$ cat src/rtl/sat_counter.sv
// Saturating up-counter with synchronous clear and async active-low reset.
// Holds at all-ones instead of wrapping.
module sat_counter #(
   parameter int CNT_W = 8
) (
   input  logic             Clk,
   input  logic             Reset,
   input  logic             inc,
   input  logic             clr,
   output logic [CNT_W-1:0] cnt
);

   logic [CNT_W-1:0] cnt_q;
   logic [CNT_W-1:0] cnt_d;

   always_comb begin
      cnt_d = cnt_q;
      if (clr) begin
         cnt_d = '0;
      end else if (inc && (cnt_q != '1)) begin
         cnt_d = cnt_q + CNT_W'(1);
      end
   end

   always_ff @(posedge Clk or negedge Reset) begin
      if (!Reset) begin
         cnt_q <= '0;
      end else begin
         cnt_q <= cnt_d;
      end
   end

   assign cnt = cnt_q;

endmodule

$ cat config.mk
export PLATFORM = sky130hd
export DESIGN_NAME = sat_counter
export DESIGN_NICKNAME = d
export VERILOG_FILES = /design/src/rtl/sat_counter.sv
export SDC_FILE = /design/constraint.sdc
export NUM_CORES = 1
export LEC_CHECK = 0
export BUFFER_PORTS_ARGS = -buffer_cell sky130_fd_sc_hd__buf_2
export CAP_MARGIN = 20
export CORE_AREA = 2 2 39 41
export DETAILED_ROUTE_END_ITERATION = 16
export DIE_AREA = 0 0 41 43
export PLACE_DENSITY = 0.68
export SLEW_MARGIN = 20
export SYNTH_ARGS = -nofsm -noshare
export SYNTH_HDL_FRONTEND = slang
export SYNTH_SLANG_ARGS = --single-unit
$ cat constraint.sdc
create_clock -name Clk -period 2.4 [get_ports Clk]
set_input_delay 0.12 -clock Clk [delete_from_list [all_inputs] [get_ports Clk]]
set_output_delay 0.12 -clock Clk [all_outputs]
set_load 0.02 [all_outputs]
== After elaboration in Yosys (flattened, before gate mapping) ==
Cells that the tools add are included.

* Register bits after elaboration: 8
* Bits in latches: 0
* Memory bits (writable): 0
* ROM bits: 0
* Input bits: 4
* Output and inout bits: 8
* Memories: 0

* Add/subtract/negate cells: 1
* $mul: 0
* Divide/modulo/power cells: 0
* $lt $le $gt $ge: 0
* Equality and inequality tests: 1
* Shift-type cells: 0
* Multiplexer cells: 2
* Bitwise logic cells: 0
* Reduce and logical (&&, ||, !) cells: 2

{| class="wikitable"
|+ Operators by type and width
! operator !! count
|-
| $mux 8 || 2
|-
| $add 8x1->8 const B || 1
|-
| $ne 8x8->1 const B || 1
|-
| $reduce_bool 2->1 || 1
|-
| $logic_and 1x1->1 || 1
|}

== Depth between registers and ports, before layout ==
Gate-level depths: netlist of the first run.

* Word-level depth: 4
* Gate-level depth with buffers: 4

== Worst setup path after synthesis of the first run ==
Ideal clock, no wire load.

* Path kind: reg-to-reg
* Start point: register cnt_q[0] (netlist: cnt[0])
* End point: register cnt_q[0] (netlist: cnt[0])
* Setup time: 125 ps
* Arrival: 1567 ps
* Setup slack: 709 ps
* Stages on the path, launching flop included: 5
* Buffers on the path: 0
* Clock period less this slack: 1691 ps
* Path through: dfrtp_1 ha_1 and4_2 a21boi_1 mux2_2

* Word-level cells in the longest chain between the ends: 3

{| class="wikitable"
|+ Ends and longest elaborated chain
! item !! RTL line !! source
|-
| start, declared || 13 || <nowiki>logic [CNT_W-1:0] cnt_q;</nowiki>
|-
| start signal, assigned || 29 || <nowiki>cnt_q <= cnt_d;</nowiki>
|-
| $add 8x1->8 / $ne 8x8->1 (equally long branches) || 21, 20 ||
|-
| $mux 8 / $logic_and 1x1->1 (equally long branches) || 20 || <nowiki>end else if (inc && (cnt_q != '1)) begin</nowiki>
|-
| $mux 8 / $reduce_bool 2->1 (equally long branches) || -- ||
|}

Several ways; a longest one is shown, not always the timed one. The select of a mux whose other input is x is not followed.
A chain may end at the register's enable or synchronous reset.

== Worst setup path in the final report of the first run ==
Ends and elaborated chain as after synthesis.

==> summary.md, run 1 <==
| Metric | Value |
|---|---|
| Vias per cell | `around 5.4` |
| Grt peak-use layer | `met1` |
| First-pass GRT wire length | `1.54 mm` |
| CTS Buffer Depth | `2` |
| Most frequent cells in the layout | `11 x buf_2, 8 x dfrtp_1, 4 x nor3_1` |
| Antenna Nets Post-Route | `0` |
| Clock sink count | `8` |
| Outcome | `finished, final reports clean` |
| Worst EP arrival | `about 1.9 ns` |
| Met2 Use GR | `0.166` |
| Critical Path Source Type | `flip-flop` |
| Post-synthesis cell type count | `28` |
| Timing-limited maximum frequency | `0.581 GHz` |
| Yosys top cell by area | `dfrtp_1` |
| Final Skew | `about 0.0038 ns` |
| FILL cells | `137` |
| Pleak | `0.259 nW` |
| Max reg flops | `8` |
| Placed cell area | `531 µm²` |
| Leading cell type in the layout, fill and taps excluded | `buf_2` |
| Worst stage delay on the critical path | `0.43 ns` |
| Met3 GRT Util | `0.0471` |
| Worst-path maximum fanout | `7` |
| Ports | `12` |
| Crit-path cells | `ha_1, and4_2, a21boi_1, mux2_2` |
| Hold/Removal Path Class | `in2reg` |
| Vias | `425` |
| Root Buffer Master | `clkbuf_4` |
| Initial core utilization | `0.335` |
| HP Start | `clr` |
| Asr flop ratio synth | `1.00` |
| Worst setup margin | `~0.68 ns` |
| Die W | `41 µm` |
| Critical Path RT | `2.53 ns` |
| Top cells by area, synth | `dfrtp_1 43%, mux2_2 4.9%, nor3_1 4.3%` |
| Predominant post-synthesis flop cell | `dfrtp_1` |
| Gr usage total | `0.128` |
| Slowest CP cell | `dfrtp_1` |
| Share of post-route cells with drive strength above 1 | `0.290` |
| Element type at the critical path end | `flip-flop` |
| First-pass iteration count of the detailed router | `4` |
| Initial drt markers | `6` |
| Hold Fails Final Rpt | `0` |
| Placer congestion estimate | `0.745` |
| Top cell type's share of synthesized area | `0.431` |
| GR Util met1 | `0.194` |
| Area growth from synthesis to layout | `21.3%` |
| EDFF count, synth | `0` |
| Die height | `approximately 43 µm` |
| Final setup viols | `0` |
| Remaining DRCs | `0` |
| Tcrit/Tclk final | `0.717` |
| Syn Nets | `54` |
| Row cnt | `14` |
| Number of buffers created by CTS | `3` |
| Post-synthesis sequential area ratio | `0.431` |
| Reg2reg start | `cnt[0]$_DFFE_PN0P_` |
| Antenna diode count | `0` |
| FF+latch count, synth | `8` |
| Synthesized cell area | `464 µm²` |
| Setup TNS | `0 ns` |
| Slew margin rel. | `0.748` |
| Cell Pwr Density | `484 mW/mm²` |
| Largest net degree at the start of global routing | `12` |
| Post-route cell area | `563 µm²` |
| Worst vdd ir | `162 µV` |
| Routed wire length | `approximately 940 µm` |
| Setup CP Type | `reg2reg` |
| Initial antenna violation count | `0` |
| H-tree depth | `1` |
| CTS tree | `built` |
| # Post-CTS Setup Buffers | `0` |
| Clock latency on the worst-skew pair | `0.24 ns` |
| Clk slew on worst S/H paths | `0.06 ns` |
| RSZ-0062 raised after global routing | `no` |
| Worst Max-Slew Pin Slew | `~0.37 ns` |
| Synthesized area per cell | `9.47 µm²` |
| Core footprint | `about 0.0014 mm²` |
| Vias in the first global route | `roughly 350` |
| Critical path startpoint | `cnt[0]$_DFFE_PN0P_` |
| Cell count after synthesis | `49` |
| IO Port Bufs | `11` |
| DP Worst Slack | `0.704 ns` |
| Global route overflow | `0` |
| Max Cap Violations | `0` |
| Overall power | `0.000272 W` |
| Final nets | `69` |
| Synth warnings | `0` |
| Average routed wire per standard cell | `~12 µm` |
| Minimum clock period after layout | `around 1.7 ns` |
| Fin. max-slew vios | `0` |
| Die footprint | `0.00176 mm²` |
==> metal layers <==
layer  up-vias  share of wire
met3         2          0.064
met4         0          0.015
met2        17           0.44
li1        208              -
met1       198           0.48
met5         -              0
==> power breakdown <==
part | internal, W | total (W) | switching [W]
Clock | 0.0000571 | 0.000101 | 0.0000439
Sequential | 0.000138 | 0.000143 | 0.00000464
Combinational | 0.0000115 | 0.0000286 | 0.0000170
Total | 0.000207 | 0.000272 | 0.0000656
==> synthesized netlist by cell type (2+ instances only) <==
cell,count
nand2b_1,3
a21oi_1,3
inv_1,2
nand2_1,2
nor3_1,4
nor2b_1,3
nor2_1,2
nand3_1,2
dfrtp_1,8
mux2_2,2
==> critical path, delay by kind of cell (launching register included) <==
family / cells / cell delay (ns)
flip-flops: 1 / 0.43
AND/OR/NAND/NOR: 1 / 0.29
adder cells (fa/ha/maj): 1 / 0.30
AO/OA/AOI/OAI: 1 / 0.23
multiplexers: 1 / 0.36
==> timing repair <==
| action | in CTS | in global routing |
|---|---|---|
| hold buffers | 1 | 0 |
| gates resized for setup | 0 | 0 |
| hold endpoints to repair | 8 | 0 |
==> stage by stage <==
| step | hold slack, ns | utilization | std cells |
|---|---|---|---|
| 6_report | 0.179 | 0.407 | 78 |
| 5_1_grt | 0.202 | 0.407 | 78 |
| 4_1_cts | 0.176 | 0.407 | 78 |
| 3_5_place_dp | -0.0210 | 0.383 | 74 |
| 3_3_place_gp | -0.0253 | 0.383 | 74 |
| 2_1_floorplan | -0.176 | - | 49 |
==> final timing paths <==
path	to	depth (start not counted)	slack, ns
worst max register to register	cnt[0]$_DFFE_PN0P_	4	0.68
min in group asynchronous	cnt[4]$_DFFE_PN0P_	2	0.25
worst max-delay path	cnt[0]$_DFFE_PN0P_	4	0.68
worst min register to register	cnt[7]$_DFFE_PN0P_	2	0.59
worst min-delay path	cnt[6]$_DFFE_PN0P_	2	0.18
max in group asynchronous	cnt[0]$_DFFE_PN0P_	2	1.98
==> final cells by class <==
type	count	area [µm²]	share of cell area
multi-input combinational	37	248	0.440
sequential	8	200	0.356
clock buffer	3	22.5	0.0400
inverter	2	7.51	0.0133
timing repair buffer	12	65.1	0.116
tap	16	20.0	0.0356
==> cell families (layout without fill, tap and decap cells) <==
| family | Yosys count | count (layout) | share of synthesized area |
|---|---|---|---|
| AO/OA/AOI/OAI | 9 | 9 | 0.127 |
| flip-flops | 8 | 8 | 0.431 |
| multiplexers | 3 | 3 | 0.0701 |
| AND/OR/NAND/NOR | 24 | 24 | 0.310 |
| buffers and inverters | 4 | 17 | 0.0350 |
| adder cells (fa/ha/maj) | 1 | 1 | 0.0269 |
Note: power is estimated with default switching activity, not from simulation.
==> run 2, diff against run 1 <==
PLACE_DENSITY = 0.7   (was 0.68)
clock period = 1.55 ns   (was 2.4 ns; I/O delays follow)
==> run 2 against run 1 <==
- critical path depth did not move
- via count rose by 3.1%
- core utilization rose by 3.3 points
- clock skew fell by 0.0020 ns
- combinational power rose by 95%
- register-to-register slack got worse by 0.62 ns
- non-clock buffer count rose by 3
- maximum frequency rose by 15%
- design area rose by 8.0%
- critical endpoint is now cnt[3]$_DFFE_PN0P_
- largest cell class unchanged
- highest routed layer unchanged
==> summary.md, run 2 (synthesis gave the netlist of run 1 again) <==
| Metric | Value |
|---|---|
| Outcome | `finished, final reports clean` |
| Tcrit/Tclk final | `0.962 (+0.245)` |
| Most frequent cells in the layout | `11 x buf_2, 6 x dfrtp_1, 4 x nor3_1` |
| Antenna Nets Post-Route | `0 (unchanged)` |
| H-tree depth | `1 (unchanged)` |
| Max reg flops | `8 (unchanged)` |
| Cell Pwr Density | `742 mW/mm² (+53%)` |
| Gr usage total | `0.132 (+0.00364)` |
| Ports | `12 (unchanged)` |
| Minimum clock period after layout | `1.49 ns (-0.230 ns)` |
| Worst EP arrival | `1.63 ns (-0.22 ns)` |
| Initial antenna violation count | `0 (unchanged)` |
| Clk slew on worst S/H paths | `0.06 ns (about the same)` |
| Slowest CP cell | `dfrtp_2` |
| Worst vdd ir | `423 µV (+160%)` |
| First-pass GRT wire length | `1.57 mm (+1.8%)` |
| Worst stage delay on the critical path | `0.44 ns (about the same)` |
| Area growth from synthesis to layout | `31.0%` |
| FILL cells | `137 (unchanged)` |
| Vias in the first global route | `359 (+2.3%)` |
| Vias | `438 (+3.1%)` |
| Root Buffer Master | `clkbuf_4` |
| Final setup viols | `0 (unchanged)` |
| Critical Path RT | `1.69 ns (-0.84 ns)` |
| Slew margin rel. | `0.744 (-0.00429)` |
| Max Cap Violations | `0 (unchanged)` |
| Core footprint | `0.00138 mm² (unchanged)` |
| Fin. max-slew vios | `0 (unchanged)` |
| Clock latency on the worst-skew pair | `0.25 ns (about the same)` |
| Leading cell type in the layout, fill and taps excluded | `buf_2` |
| Remaining DRCs | `0 (unchanged)` |
| Number of buffers created by CTS | `3 (unchanged)` |
| Die height | `43 µm (unchanged)` |
| Fin util | `0.439 (+0.0325)` |
| Element type at the critical path end | `flip-flop` |
| IO Port Bufs | `11 (unchanged)` |
| Pleak | `0.271 nW (+4.8%)` |
| Routed wire length | `1.03 mm (+9.3%)` |
| Setup TNS | `0 ns (unchanged)` |
| Critical Path Source Type | `flip-flop` |
| Hold/Removal Path Class | `in2reg` |
| Placer congestion estimate | `0.694 (-6.9%)` |
| Global route overflow | `0 (unchanged)` |
| Vias per cell | `5.34 (-2.0%)` |
| Worst Max-Slew Pin Slew | `0.375 ns (+0.00627 ns)` |
| Final Skew | `0.00175 ns (-0.00201 ns)` |
| Timing-limited maximum frequency | `0.670 GHz (+15%)` |
| Final nets | `72 (+4.3%)` |
| Share of post-route cells with drive strength above 1 | `0.379 (+0.0885)` |
| Average routed wire per standard cell | `12.5 µm (+3.9%)` |
| Crit-path cells | `ha_4, and4_2, a21oi_1, mux2_2` |
| Antenna diode count | `0 (unchanged)` |
| Hold Fails Final Rpt | `0 (unchanged)` |
| CTS tree | `built` |
| Largest net degree at the start of global routing | `12 (unchanged)` |
| Die W | `41 µm (unchanged)` |
| Initial core utilization | `0.335 (unchanged)` |
| Setup CP Type | `reg2reg` |
| Row cnt | `14 (unchanged)` |
| Initial drt markers | `10 (+4)` |
| First-pass iteration count of the detailed router | `4 (unchanged)` |
| Clock sink count | `8 (unchanged)` |
| Die footprint | `0.00176 mm² (unchanged)` |
| RSZ-0062 raised after global routing | `no` |
| CTS Buffer Depth | `2 (unchanged)` |
| Worst-path maximum fanout | `5 (-2)` |
| Dpl hpwl | `697 µm` |
run 2: cell types whose count changed in the layout (fill, tap and decap cells not counted):
| cell | delta |
|---|---|
| a21boi_2 | +1 |
| dfrtp_1 | -2 |
| clkbuf_1 | +1 |
| buf_4 | +3 |
| a21boi_1 | -1 |
| dfrtp_2 | +2 |
| ha_1 | -1 |
| ha_4 | +1 |
run 2: worst paths after layout:
check / start / slack (ns) / to / depth (start not counted)
worst min-delay path: clr / 0.13 / cnt[7]$_DFFE_PN0P_ / 2
min in group asynchronous: Reset / 0.19 / cnt[7]$_DFFE_PN0P_ / 2
worst max register to register: cnt[1]$_DFFE_PN0P_ / 0.06 / cnt[3]$_DFFE_PN0P_ / 4
max in group asynchronous: Reset / 1.18 / cnt[1]$_DFFE_PN0P_ / 2
worst min register to register: cnt[7]$_DFFE_PN0P_ / 0.59 / cnt[7]$_DFFE_PN0P_ / 2
worst max-delay path: cnt[1]$_DFFE_PN0P_ / 0.06 / cnt[3]$_DFFE_PN0P_ / 4
run 2: repair_timing:
item / CTS / global route
hold endpoints to repair: 8 / 0
endpoints found under the setup margin: 0 / 1
hold buffers: 1 / 0
setup buffers: 0 / 2
gates resized for setup: 0 / 0
run 2: per-layer routing:
layer  GRT usage  vias to the layer above  wire, µm
met2       0.156                       10       463
met5           0                        -         0
met3      0.0471                        4        40
li1            -                      215         -
met1       0.195                      209       490
met4      0.0800                        0        30
run 2: metrics by stage:
| stage | hold WS [ns] | instances | worst slack (ns) | total power (W) | area, µm² |
|---|---|---|---|---|---|
| floorplan | -0.218 | 49 | 0.0164 | 0.000257 | 483 |
| global placement | -0.0700 | 75 | 0.0757 | 0.000273 | 557 |
| detailed placement | -0.0641 | 75 | 0.0405 | 0.000275 | 557 |
| CTS | 0.123 | 80 | 0.0306 | 0.000454 | 593 |
| global route | 0.144 | 82 | 0.0132 | 0.000480 | 608 |
| finish | 0.128 | 82 | 0.0584 | 0.000451 | 608 |
run 2: critical path, delay by kind of cell, from the launching register on:
kind,cells,cell delay (ns)
AND/OR/NAND/NOR,1,0.25
multiplexers,1,0.34
flip-flops,1,0.44
AO/OA/AOI/OAI,1,0.17
adder cells (fa/ha/maj),1,0.17
run 2: area by class of cell:
cell class,instances,area [µm²],share of cell area
flip-flops and latches,8,203,0.333
well taps,16,20.0,0.0329
inverters,2,7.51,0.0123
multi-input cells,37,264,0.434
clock buffers,4,26.3,0.0432
repair buffers,15,87.6,0.144
run 2: power breakdown:
| part | switching (W) | total (W) | internal, W |
|---|---|---|---|
| registers | 0.00000753 | 0.000222 | 0.000215 |
| logic | 0.0000306 | 0.0000558 | 0.0000252 |
| clock network | 0.0000742 | 0.000173 | 0.0000987 |
| total | 0.000112 | 0.000451 | 0.000339 |
==> run 3, diff against run 2 <==
GPL_ROUTABILITY_DRIVEN = 0   (was default)
RECOVER_POWER = 100   (was default)
==> run 3 against run 2 <==
- design area shrank 3.1%
- combinational power fell by 3%
- via count rose by 0.46%
- first-iteration DRC count fell by 40%
- power about the same
- hold slack got worse by 0.0031 ns
- die area unchanged
==> summary.md, run 3 (synthesis gave the netlist of run 1 again) <==
| Metric | Value |
|---|---|
| Outcome | `finished, final reports clean` |
| Clk slew on worst S/H paths | `0.06 ns (about the same)` |
| Number of buffers created by CTS | `3 (unchanged)` |
| Area growth from synthesis to layout | `27.0%` |
| Vias | `440 (+0.46%)` |
| Timing-limited maximum frequency | `0.674 GHz (+0.61%)` |
| Final setup viols | `0 (unchanged)` |
| HP Start | `clr` |
| Tcrit/Tclk final | `0.957 (-0.00579)` |
| Pleak | `0.238 nW (-12%)` |
| First-pass GRT wire length | `1.57 mm (unchanged)` |
| First-pass iteration count of the detailed router | `4 (unchanged)` |
| NetSw | `0.000114 W (+1.3%)` |
| Post-route cell area | `589 µm² (-3.1%)` |
| Cell Pwr Density | `765 mW/mm² (+3.2%)` |
| CTS tree | `built` |
| Share of post-route cells with drive strength above 1 | `0.227 (-0.152)` |
| Internal power | `0.000337 W (-0.46%)` |
| Largest net degree at the start of global routing | `12 (unchanged)` |
| Row cnt | `14 (unchanged)` |
| Remaining DRCs | `0 (unchanged)` |
| Slew margin rel. | `0.691 (-0.0529)` |
| Hold Fails Final Rpt | `0 (unchanged)` |
| Die W | `41 µm (unchanged)` |
| Clock sink count | `8 (unchanged)` |
| Die footprint | `0.00176 mm² (unchanged)` |
| Vias per cell | `5.37 (+0.46%)` |
| Ports | `12 (unchanged)` |
| Initial drt markers | `6 (-4)` |
| Max Cap Violations | `0 (unchanged)` |
| Non-Filler Instances | `82 (unchanged)` |
| Most frequent cells in the layout | `9 x clkbuf_1, 6 x dfrtp_1, 4 x nor3_1` |
| H-tree depth | `1 (unchanged)` |
| Critical Path Source Type | `flip-flop` |
| Clk network pwr share | `0.387 (+0.004)` |
| Final Skew | `0.00173 ns (-0.0000150 ns)` |
| Worst-path maximum fanout | `5 (unchanged)` |
| Leading cell type in the layout, fill and taps excluded | `clkbuf_1` |
| Clock latency on the worst-skew pair | `0.26 ns (about the same)` |
| Max reg flops | `8 (unchanged)` |
| Antenna Nets Post-Route | `0 (unchanged)` |
| Die height | `43 µm (unchanged)` |
| Gr usage total | `0.132 (unchanged)` |
| Hold slack | `0.125 ns (-0.00314 ns)` |
| Switch share | `0.252 (+0.00334)` |
| Hold/Removal Path Class | `in2reg` |
| Worst EP arrival | `1.62 ns (about the same)` |
| Worst vdd ir | `423 µV (-0.13%)` |
| Logic pwr share | `0.120 (-0.004)` |
| CTS Buffer Depth | `2 (unchanged)` |
| Post-CTS sizing | `0 (unchanged)` |
| Register share of total power | `0.493 (about the same)` |
| Element type at the critical path end | `flip-flop` |
| Critical Path RT | `1.69 ns (about the same)` |
| Initial antenna violation count | `0 (unchanged)` |
| Worst setup margin | `0.0673 ns (+0.00898 ns)` |
| Placed insts | `75 (unchanged)` |
| Vias in the first global route | `359 (unchanged)` |
| RSZ-0062 raised after global routing | `no` |
| Final nets | `72 (unchanged)` |
| Average routed wire per standard cell | `12.4 µm (-0.88%)` |
| DP Worst Slack | `0.0405 ns (unchanged)` |
| Global route overflow | `0 (unchanged)` |
| Antenna diode count | `0 (unchanged)` |
| Reg2reg start | `cnt[1]$_DFFE_PN0P_` |
| Setup CP Type | `reg2reg` |
| Core footprint | `0.00138 mm² (unchanged)` |
| Critical path startpoint | `cnt[1]$_DFFE_PN0P_` |
| Placed cell area | `557 µm² (unchanged)` |
| Worst Max-Slew Pin Slew | `0.464 ns (+0.0890 ns)` |
| Root Buffer Master | `clkbuf_4` |
| Setup TNS | `0 ns (unchanged)` |
| Initial core utilization | `0.335 (unchanged)` |
| Routed wire length | `1.02 mm (-0.88%)` |
| Fin. max-slew vios | `0 (unchanged)` |
| Dpl hpwl | `697 µm (unchanged)` |
| IO Port Bufs | `11 (unchanged)` |
| Minimum clock period after layout | `1.48 ns (-0.00898 ns)` |
## run 3: cell count changes in the layout (fill, tap and decap cells not counted), sizes merged
| cell | before | now |
|---|---|---|
| buf | 14 | 5 |
| clkbuf | 4 | 13 |
## run 3: power groups by stage
stage               sequential, W  combinational (W)  clock [W]
floorplan                0.000233          0.0000234          0
global placement         0.000228          0.0000458          0
detailed placement       0.000228          0.0000470          0
CTS                      0.000225          0.0000488   0.000181
global route             0.000223          0.0000607   0.000195
finish                   0.000222          0.0000542   0.000175
## run 3: routing by layer
layer / vias to the layer above / track usage / wire length (µm)
li1: 215 / - / -
met1: 211 / 0.195 / 455
met2: 10 / 0.156 / 484
met3: 4 / 0.0471 / 44
met4: 0 / 0.0800 / 32
met5: - / 0 / 0
## run 3: layout make-up
type	instances	area, µm²
well taps	16	20.0
flip-flops and latches	8	203
inverters	2	7.51
fillers	142	795
clock buffers	4	26.3
multi-input cells	37	258
repair buffers	15	75.1
## run 3: worst paths after layout
path | end | slack [ns] | depth (start not counted)
max | cnt[3]$_DFFE_PN0P_ | 0.07 | 4
min | cnt[7]$_DFFE_PN0P_ | 0.12 | 2
max reg2reg | cnt[3]$_DFFE_PN0P_ | 0.07 | 4
min reg2reg | cnt[7]$_DFFE_PN0P_ | 0.59 | 2
max in group asynchronous | cnt[1]$_DFFE_PN0P_ | 0.93 | 2
min in group asynchronous | cnt[7]$_DFFE_PN0P_ | 0.27 | 2
## run 3: timing repair
action	in CTS	in global routing
setup buffers	0	2
endpoints found under the hold margin	8	0
hold buffers	1	0
setup endpoints to repair	0	1
## run 3: worst max-delay path, cell delays in order (launching register included)
cell	delay (ns)
dfrtp_2	0.44
ha_4	0.17
and4_1	0.24
a21oi_1	0.18
mux2_2	0.34
## run 3: per-stage QoR
stage | util | power [W]
after detailed placement | 0.402 | 0.000275
after CTS | 0.429 | 0.000454
after global routing | 0.426 | 0.000479
final | 0.426 | 0.000451
after floorplan | - | 0.000257
after global placement | 0.402 | 0.000273
